### src/rtl/riscv_chk_pkg.sv
// Shared definitions for the RISC-V checkpoint monitor.
//   chk_state_t : monitor FSM states
//   FC_*        : FAIL_CODE values reported on failure
//   chk_entry_t : one checkpoint table entry {num_inst, ans}
package riscv_chk_pkg;

  typedef enum logic [1:0] {
    ST_IDLE = 2'd0,
    ST_RUN  = 2'd1,
    ST_PASS = 2'd2,
    ST_FAIL = 2'd3
  } chk_state_t;

  localparam logic [1:0] FC_MISMATCH   = 2'd0;
  localparam logic [1:0] FC_SKIP       = 2'd1;
  localparam logic [1:0] FC_INCOMPLETE = 2'd2;
  localparam logic [1:0] FC_TIMEOUT    = 2'd3;

  typedef struct packed {
    logic [31:0] num_inst;
    logic [31:0] ans;
  } chk_entry_t;

endpackage

### src/rtl/riscv_chk_table.sv
// Checkpoint table: NUM_CHK x 64-bit register array.
//   clk_i : clock
//   we_i  : write strobe (already qualified by the caller's state)
//   wa_i  : write index; indices >= NUM_CHK are dropped
//   wd_i  : write data
//   ra_i  : read index (combinational read)
//   rd_o  : read data, '0 for indices >= NUM_CHK
// No reset: contents are undefined until software loads them.
module riscv_chk_table
  import riscv_chk_pkg::*;
#(
  parameter int NUM_CHK = 40,
  parameter int AW      = 6
) (
  input  logic          clk_i,
  input  logic          we_i,
  input  logic [AW-1:0] wa_i,
  input  chk_entry_t    wd_i,
  input  logic [AW-1:0] ra_i,
  output chk_entry_t    rd_o
);

  localparam logic [AW:0] DEPTH = (AW+1)'(NUM_CHK);

  chk_entry_t mem_q [NUM_CHK];

  always_ff @(posedge clk_i) begin
    if (we_i && ({1'b0, wa_i} < DEPTH)) begin
      mem_q[wa_i] <= wd_i;
    end
  end

  always_comb begin
    rd_o = '0;
    if ({1'b0, ra_i} < DEPTH) begin
      rd_o = mem_q[ra_i];
    end
  end

endmodule

### src/rtl/riscv_checkpoint_mon.sv
// RISC-V checkpoint monitor.
// Compares the core's retired-instruction count and OUTPUT_PORT against a
// table of expected checkpoints while in RUN, and reports PASS at HALT or a
// coded FAIL (mismatch, skipped checkpoint, incomplete at HALT, timeout).
// Ports:
//   CLK, RST                  : clock, synchronous active-high reset
//   TBL_WE/TBL_WA             : table write strobe/index (ignored in RUN)
//   TBL_NUM_INST/TBL_ANS      : table write data
//   NUM_VALID, START          : entry count latched when START arms the run
//   NUM_INST/OUTPUT_PORT/HALT : core observation inputs
//   DONE/PASS/FAIL            : registered verdict, held until START or RST
//   FAIL_CODE/FAIL_IDX/FAIL_VAL : failure details
//   CHK_IDX, CYCLE_CNT        : entries passed, cycles spent in RUN
module riscv_checkpoint_mon
  import riscv_chk_pkg::*;
#(
  parameter int NUM_CHK     = 40,
  parameter int AW          = 6,
  parameter int CYCLE_LIMIT = 1000000
) (
  input  logic          CLK,
  input  logic          RST,
  input  logic          TBL_WE,
  input  logic [AW-1:0] TBL_WA,
  input  logic [31:0]   TBL_NUM_INST,
  input  logic [31:0]   TBL_ANS,
  input  logic [AW:0]   NUM_VALID,
  input  logic          START,
  input  logic [31:0]   NUM_INST,
  input  logic [31:0]   OUTPUT_PORT,
  input  logic          HALT,
  output logic          DONE,
  output logic          PASS,
  output logic          FAIL,
  output logic [1:0]    FAIL_CODE,
  output logic [AW-1:0] FAIL_IDX,
  output logic [31:0]   FAIL_VAL,
  output logic [AW:0]   CHK_IDX,
  output logic [31:0]   CYCLE_CNT
);

  localparam logic [AW:0] DEPTH = (AW+1)'(NUM_CHK);
  localparam logic [AW:0] ONE   = (AW+1)'(1);
  localparam logic [31:0] LIMIT = 32'(CYCLE_LIMIT);

  chk_state_t  state_q;
  logic [AW:0] num_valid_q;
  logic [AW:0] chk_idx_q, chk_idx_d;
  logic [31:0] cycle_cnt_q, cycle_cnt_d;
  logic        done_q, pass_q, fail_q;
  logic [1:0]  fail_code_q;
  logic [AW-1:0] fail_idx_q;
  logic [31:0] fail_val_q;

  chk_entry_t  entry;
  chk_entry_t  wr_entry;
  logic        tbl_we;
  logic        chk_active, ent_hit, ent_match, ent_mismatch, ent_skip;
  logic        halt_pass, timeout;

  assign tbl_we   = TBL_WE && (state_q != ST_RUN);
  assign wr_entry = '{num_inst: TBL_NUM_INST, ans: TBL_ANS};

  riscv_chk_table #(
    .NUM_CHK (NUM_CHK),
    .AW      (AW)
  ) u_table (
    .clk_i (CLK),
    .we_i  (tbl_we),
    .wa_i  (TBL_WA),
    .wd_i  (wr_entry),
    .ra_i  (chk_idx_q[AW-1:0]),
    .rd_o  (entry)
  );

  // Per-cycle checkpoint evaluation against the entry at CHK_IDX.
  always_comb begin
    chk_active   = (state_q == ST_RUN) && (chk_idx_q < num_valid_q) &&
                   (chk_idx_q < DEPTH);
    ent_hit      = chk_active && (NUM_INST == entry.num_inst);
    ent_match    = ent_hit && (OUTPUT_PORT == entry.ans);
    ent_mismatch = ent_hit && !ent_match;
    ent_skip     = chk_active && (NUM_INST > entry.num_inst);
    chk_idx_d    = ent_match ? chk_idx_q + ONE : chk_idx_q;
    cycle_cnt_d  = (&cycle_cnt_q) ? cycle_cnt_q : cycle_cnt_q + 32'd1;
    // HALT judges completeness on the count including this cycle's match.
    halt_pass    = (chk_idx_d == num_valid_q);
    timeout      = (cycle_cnt_d == LIMIT);
  end

  always_ff @(posedge CLK) begin
    if (RST) begin
      state_q     <= ST_IDLE;
      num_valid_q <= '0;
      chk_idx_q   <= '0;
      cycle_cnt_q <= '0;
      done_q      <= 1'b0;
      pass_q      <= 1'b0;
      fail_q      <= 1'b0;
      fail_code_q <= FC_MISMATCH;
      fail_idx_q  <= '0;
      fail_val_q  <= '0;
    end else begin
      unique case (state_q)
        ST_RUN: begin
          chk_idx_q   <= chk_idx_d;
          cycle_cnt_q <= cycle_cnt_d;
          if (ent_mismatch || ent_skip) begin
            state_q     <= ST_FAIL;
            done_q      <= 1'b1;
            fail_q      <= 1'b1;
            fail_code_q <= ent_mismatch ? FC_MISMATCH : FC_SKIP;
            fail_idx_q  <= chk_idx_q[AW-1:0];
            fail_val_q  <= OUTPUT_PORT;
          end else if (HALT) begin
            done_q <= 1'b1;
            if (halt_pass) begin
              state_q <= ST_PASS;
              pass_q  <= 1'b1;
            end else begin
              state_q     <= ST_FAIL;
              fail_q      <= 1'b1;
              fail_code_q <= FC_INCOMPLETE;
              fail_idx_q  <= chk_idx_d[AW-1:0];
              fail_val_q  <= OUTPUT_PORT;
            end
          end else if (timeout) begin
            state_q     <= ST_FAIL;
            done_q      <= 1'b1;
            fail_q      <= 1'b1;
            fail_code_q <= FC_TIMEOUT;
            fail_idx_q  <= chk_idx_d[AW-1:0];
            fail_val_q  <= OUTPUT_PORT;
          end
        end
        default: begin
          if (START) begin
            state_q     <= ST_RUN;
            num_valid_q <= NUM_VALID;
            chk_idx_q   <= '0;
            cycle_cnt_q <= '0;
            done_q      <= 1'b0;
            pass_q      <= 1'b0;
            fail_q      <= 1'b0;
            fail_code_q <= FC_MISMATCH;
            fail_idx_q  <= '0;
            fail_val_q  <= '0;
          end
        end
      endcase
    end
  end

  assign DONE      = done_q;
  assign PASS      = pass_q;
  assign FAIL      = fail_q;
  assign FAIL_CODE = fail_code_q;
  assign FAIL_IDX  = fail_idx_q;
  assign FAIL_VAL  = fail_val_q;
  assign CHK_IDX   = chk_idx_q;
  assign CYCLE_CNT = cycle_cnt_q;

endmodule

### config.mk
export PLATFORM = sky130hd
export DESIGN_NAME = riscv_checkpoint_mon
export DESIGN_NICKNAME = d
export VERILOG_FILES = /design/src/rtl/riscv_chk_pkg.sv /design/src/rtl/riscv_chk_table.sv /design/src/rtl/riscv_checkpoint_mon.sv
export SDC_FILE = /design/constraint.sdc
export NUM_CORES = 2
export LEC_CHECK = 0
export ABC_AREA = 1
export BUFFER_PORTS_ARGS = -buffer_cell sky130_fd_sc_hd__buf_2
export CAP_MARGIN = 20
export CORE_ASPECT_RATIO = 1.1
export CORE_MARGIN = 2
export CORE_UTILIZATION = 45
export DETAILED_ROUTE_END_ITERATION = 12
export PLACE_DENSITY = 0.6
export SETUP_SLACK_MARGIN = 0.05
export SYNTH_ARGS = -nofsm -noshare
export SYNTH_HDL_FRONTEND = slang
export SYNTH_HIERARCHICAL = 1
export SYNTH_SLANG_ARGS = --single-unit
### constraint.sdc
create_clock -name CLK -period 6.1 [get_ports CLK]
set_clock_uncertainty 0.15 [all_clocks]
set_input_delay 0.305 -clock CLK [delete_from_list [all_inputs] [get_ports CLK]]
set_output_delay 0.305 -clock CLK [all_outputs]
set_load 0.01 [all_outputs]
# Word-level counts from Yosys, hierarchy flattened
# Memories as Yosys holds them, arrays and structs flattened. A register that Yosys moved wholly into a read port is not among the register bits.
# Cells that the tools add are included.
# totals
mem_bits_ro,0
mem_bits_rw,2560
reg_bits,91
elab_cells,93
out_inout_bits,82
input_bits,146
latch_bits,0
n_memories,1
# classes
add_sub_neg,2
mux,47
n_reduce_logical,16
eq_ne,11
order_cmp,5
n_mul,0
n_bitwise,1
div,0
shifts,0
# mem_list
memory,depth,width,rd,rd_clocked_by_memory_dff,write_ports,line,source
u_table.mem_q,40,64,1,1,1,riscv_chk_table.sv:25,chk_entry_t mem_q [NUM_CHK];
# op_table
cell,n
2-to-1 mux 32 bit,8
== test 32 bit,2
2-to-1 mux 64 bit,1
2-to-1 mux 6 bit,8
adder 32 x 1 -> 32 bit (second input constant),1
== test 32 x 20 -> 1 bit (second input constant),1
greater-than comparator 32 bit,1
AND reduction 32 bit,1
2-to-1 mux 7 bit,3
2-to-1 mux 2 bit,10
2-to-1 mux 1 bit,17
< comparator 6 bit (second input constant),2
logical AND 1 bit,8
!= test 4 x 3 -> 1 bit (second input constant),2
adder 7 x 1 -> 7 bit (second input constant),1
== test 7 bit,1
< comparator 7 x 6 -> 1 bit (second input constant),1
< comparator 7 bit,1
!= test 2 bit (second input constant),3
AND reduction 2 bit,2
AND reduction 4 bit,1
AND reduction 3 bit,1
== test 2 x 1 -> 1 bit (second input constant),1
!= test 2 x 1 -> 1 bit (second input constant),1
other kinds (4),4

# Longest topological paths before layout
# depth
ltp_word,11
depth_mapped,34
mapped_depth_nobuf,31

# Hierarchy
# The synthesis kept the hierarchy.
# modules_own_cells
module,instances,cells_each,area_per_inst_um2,seq_area_each_um2
riscv_chk_table,1,8292,102245.6,76873.7
riscv_checkpoint_mon,1,1161,6782.8,1801.7

# Least setup slack after synthesis
# No wires, ideal clock.
# synth_timing
path_kind,reg2reg
start,register state_q[1]
end,"memory u_table/mem_q[0][0] in the netlist's numbering, enable pin"
synth_period_minus_slack_ps,4552
setup_ps,487
arrival_time_ps,3916
path_stages_with_launch,7
path_slack_ps,1548
n_path_buf,1
required_ps,5463
path_cell_list,dfxtp_1 nor2_2 clkbuf_1 nor2_1 o21a_1 nand4_1 nor2_1
# synth_between
elab_chain_cells,5
# synth_lines
item,line,source
from (decl),riscv_checkpoint_mon.sv:46,chk_state_t state_q;
from (signal assigned),riscv_checkpoint_mon.sv:93,state_q <= ST_IDLE;
from (signal assigned),riscv_checkpoint_mon.sv:109,state_q <= ST_FAIL;
from (signal assigned),riscv_checkpoint_mon.sv:118,state_q <= ST_PASS;
!= test 2 x 1 -> 1 bit,riscv_checkpoint_mon.sv:61,assign tbl_we = TBL_WE && (state_q != ST_RUN);
logical AND 1 bit,riscv_checkpoint_mon.sv:61,
net tbl_we,riscv_checkpoint_mon.sv:57,logic tbl_we;
logical AND 1 bit,riscv_chk_table.sv:28,"if (we_i && ({1'b0, wa_i} < DEPTH)) begin"
2-to-1 mux 1 bit,riscv_chk_table.sv:28,
2-to-1 mux 1 bit (not written as such),riscv_chk_table.sv:29,mem_q[wa_i] <= wd_i;
to (decl),riscv_chk_table.sv:25,
# The timed path passes the listed nets, and every way through them passes these cells.

==> results.sh <==
export IMPL_rr_worst_depth=31
export IMPL_dpl_hpwl_um=185600
export IMPL_clockBufferDepth=4
export IMPL_dpl_cell_area_mm2=0.1146
export IMPL_synth_common_cells="nand2_1, edfxtp_1, nand3_1, nor2_1, o21ai_0"
export IMPL_chipWidth_um=473.3
export IMPL_yosys_top_cells_area="edfxtp_1, nand2_1, nand3_1, nor2_1, dfxtp_1"
export IMPL_power_switching_mw=7.485
export IMPL_routed_wl_met2_um=167000
export IMPL_p_comb_frac=0.020
export IMPL_yosysMostFrequentCell="nand2_1"
export IMPL_cp_start_kind="register"
export IMPL_vias=76380
export IMPL_p_sw_frac=0.2018
export IMPL_initial_core_util=0.4525
export IMPL_finalWorstSetupSlack_ns=0.5299
export IMPL_cts_tree="done"
export IMPL_period_needed_ns=5.570
export IMPL_grt_pass1_vias=71649
export IMPL_root_buffer="clkbuf_16"
export IMPL_seq_area_frac_synth=0.7216
export IMPL_irDropWorstVdd_mv=0.3259
export IMPL_drive_gt1_frac=0.09367
export IMPL_synth_edf_count=2560
export IMPL_ys_warn_count=6
export IMPL_syn_nets=9639
export IMPL_crit_end="FAIL_VAL[17]"
export IMPL_drt_iter0_markers=8610
export IMPL_whs_ns=0.08247
export IMPL_maxCapViolations=0
export IMPL_hold_class="primary input to register"
export IMPL_ys_types=44
export IMPL_fill_cells=20580
export IMPL_leakage_nw=44.32
export IMPL_clkPwrFrac=0.440
export IMPL_area_growth_syn_to_layout_pct=14.15
export IMPL_vias_per_cell=5.831
export IMPL_ios=228
export IMPL_crit_path_start="CHK_IDX[1]"
export IMPL_firstDrtPassIters=8
export IMPL_grt_max_degree=173
export IMPL_setup_viol=0
export IMPL_clock_fmax_mhz=179.5
export IMPL_avgSynthCellArea_um2=11.53
export IMPL_drv_slew=0
export IMPL_p_per_area_mw_per_mm2=298.0
export IMPL_relSlewSlack=0.2098
export IMPL_clkTransAtPathRegs_ns=0.06
export IMPL_cp_data_required_time_ns=6.81
export IMPL_core_mm2=0.2410
export IMPL_hold_violations=0
export IMPL_r2r_start="CHK_IDX[1]"
export IMPL_critPathMaxFanout=85
export IMPL_status="complete, no violations"
export IMPL_pwr_share_seq=0.540
export IMPL_internal_power_mw=29.60
export IMPL_htreeDepth=5
export IMPL_highest_layer="met5"
export IMPL_setup_tns_ns=0
export IMPL_die_h_um=520.3
export IMPL_syn_inst=9453
export IMPL_globalplace_congestion=0.8688
export IMPL_antenna_left=0
export IMPL_cp_common_cell="nand2_1"
export IMPL_clkLatencyLatePin_ns=0.93
export IMPL_fin_crit_sh=0.9131
export IMPL_synth_area_mm2=0.1090
export IMPL_synth_main_ff_cell="edfxtp_1"
export IMPL_wl_per_cell_um=26.66
export IMPL_crit_type="register to register"
export IMPL_cpPeakStageDelay_ns=0.45
export IMPL_clock_sinks=2650
export IMPL_final_area_mm2=0.1245
export IMPL_overflow=0
export IMPL_final_util=0.5165
export IMPL_io_buffer_count=227
export IMPL_critPathArrivalTime_ns=6.28
export IMPL_met1_length_um=136000
export IMPL_die_area_mm2=0.2462
export IMPL_drt_wl_total_um=349300
export IMPL_hold_path_startpoint="TBL_WA[1]"
export IMPL_grt_pass1_wl_um=500600
export IMPL_cp_end_kind="register"
export IMPL_drcViolationCount=0
export IMPL_antenna_found_initial=24
export IMPL_grtUsageTotal=0.2771
export IMPL_async_flop_share=0
export IMPL_rr_endpoint="FAIL_VAL[17]"
export IMPL_crit_slowest_cell="inv_12"
export IMPL_synth_area_leader_cell="edfxtp_1"
export IMPL_r2r_slack_ns=0.53
export IMPL_final_nets=9936
export IMPL_synth_top_area_frac=0.7051
export IMPL_wl_met3_um=30470
export IMPL_tightest_slew_ns=1.182
export IMPL_pre_cts_ws_ns=0.3772
export IMPL_numCtsBuffers=284
export IMPL_ys_seq_elements=2650
export IMPL_rsz0062_at_grt="false"
export IMPL_rows=189
==> power by group through the flow <==
stage               sequential, mW  combinational (mW)  clock, mW
CTS                           20.0               0.744       16.5
floorplan                     20.4               0.222          0
global placement              20.4               0.662          0
finish                        20.0               0.745       16.3
global route                  20.0               0.811       17.2
detailed placement            20.4               0.676          0
==> placed cells by master (no fill, tap or decap), drive strengths merged <==
cell type       n
and2            1
nor4            1
xnor2          14
o211ai         33
a211oi          1
inv           219
clkinvlp        9
or2            27
nand3b         13
bufinv         17
dlygate4sd3   108
nor2          656
edfxtp       2560
xor2           13
a2bb2oi         1
o221ai         28
a21oi         228
o21a            1
o21bai          1
nand3        1704
and3            1
clkbuf        347
clkinv        104
nand2        2753
nor3            4
o22ai          73
buf           483
o21ai         391
nand4          17
nor3b           1
ha             40
dfxtp          90
diode           9
==> cells by family (layout without fill, tap and decap cells) <==
| kind of cell | Yosys count | in the layout | share of synthesized area |
|---|---|---|---|
| flops | 2650 | 2650 | 0.7216 |
| compound gates | 757 | 757 | 0.03755 |
| buf+inv | 801 | 1287 | 0.03440 |
| simple gates | 5178 | 5178 | 0.1997 |
| fa+ha+maj | 40 | 40 | 0.004590 |
| xor+xnor | 27 | 27 | 0.002169 |
| other cells | 0 | 9 | 0 |
==> final cells by class <==
type	count	area, um2	area share
diodes	9	22.52	0.0001810
clock buffers	344	7502	0.06028
clock inverters	131	1046	0.008405
inverters	218	864.6	0.006947
multi-input cells	6002	26940	0.2164
flip-flops and latches	2650	78700	0.6323
well taps	3151	3943	0.03168
repair buffers	594	5445	0.04375
==> worst max-delay path: cells and delay by family (launching register included) <==
kind / cells / cell delay (ns)
and+or+nand+nor: 22 / 2.87
adders and majority gates: 1 / 0.12
buffers and inverters: 7 / 1.72
DFF: 1 / 0.43
AOI/OAI and AO/OA: 1 / 0.13
==> flip-flops by register name (all words and copies together), names as in the netlist, 2 cells and up <==
register and cells:
FAIL_CODE 2, CYCLE_CNT 32, FAIL_IDX 6, state_q 2
FAIL_VAL 32, num_valid_q 7, CHK_IDX 7, u_table/mem_q 2560
==> worst min path at each step <==
stage | end | slack (ns) | cells past startpoint
3_3_place_gp | FAIL_VAL[20] | 0.31 | 2
2_1_floorplan | CHK_IDX[6] | 0.25 | 1
6_report | u_table/mem_q[3][17] | 0.08 | 3
5_1_grt | u_table/mem_q[3][17] | 0.06 | 3
4_1_cts | u_table/mem_q[3][17] | 0.02 | 3
3_5_place_dp | FAIL_VAL[30] | 0.30 | 2
==> metrics by stage <==
step	instances	total power, mW
CTS	13081	37.28
detailed placement	12498	21.10
floorplan	9453	20.66
global route	13096	38.05
global placement	12497	21.08
finish	13099	37.09
==> routing by layer <==
| layer | vias to the layer above | GRT usage |
|---|---|---|
| met5 | - | 0 |
| met4 | 8 | 0.1109 |
| met3 | 769 | 0.04550 |
| met2 | 3780 | 0.4564 |
| met1 | 37994 | 0.3670 |
| li1 | 33829 | - |
==> what timing repair did <==
item	CTS	global route
buffers inserted	0	7
hold buffers	108	0
endpoints found under the hold margin	2648	0
setup endpoints to repair	0	41
resized for setup	0	15
No activity file was read; power rests on OpenSTA's default activity.
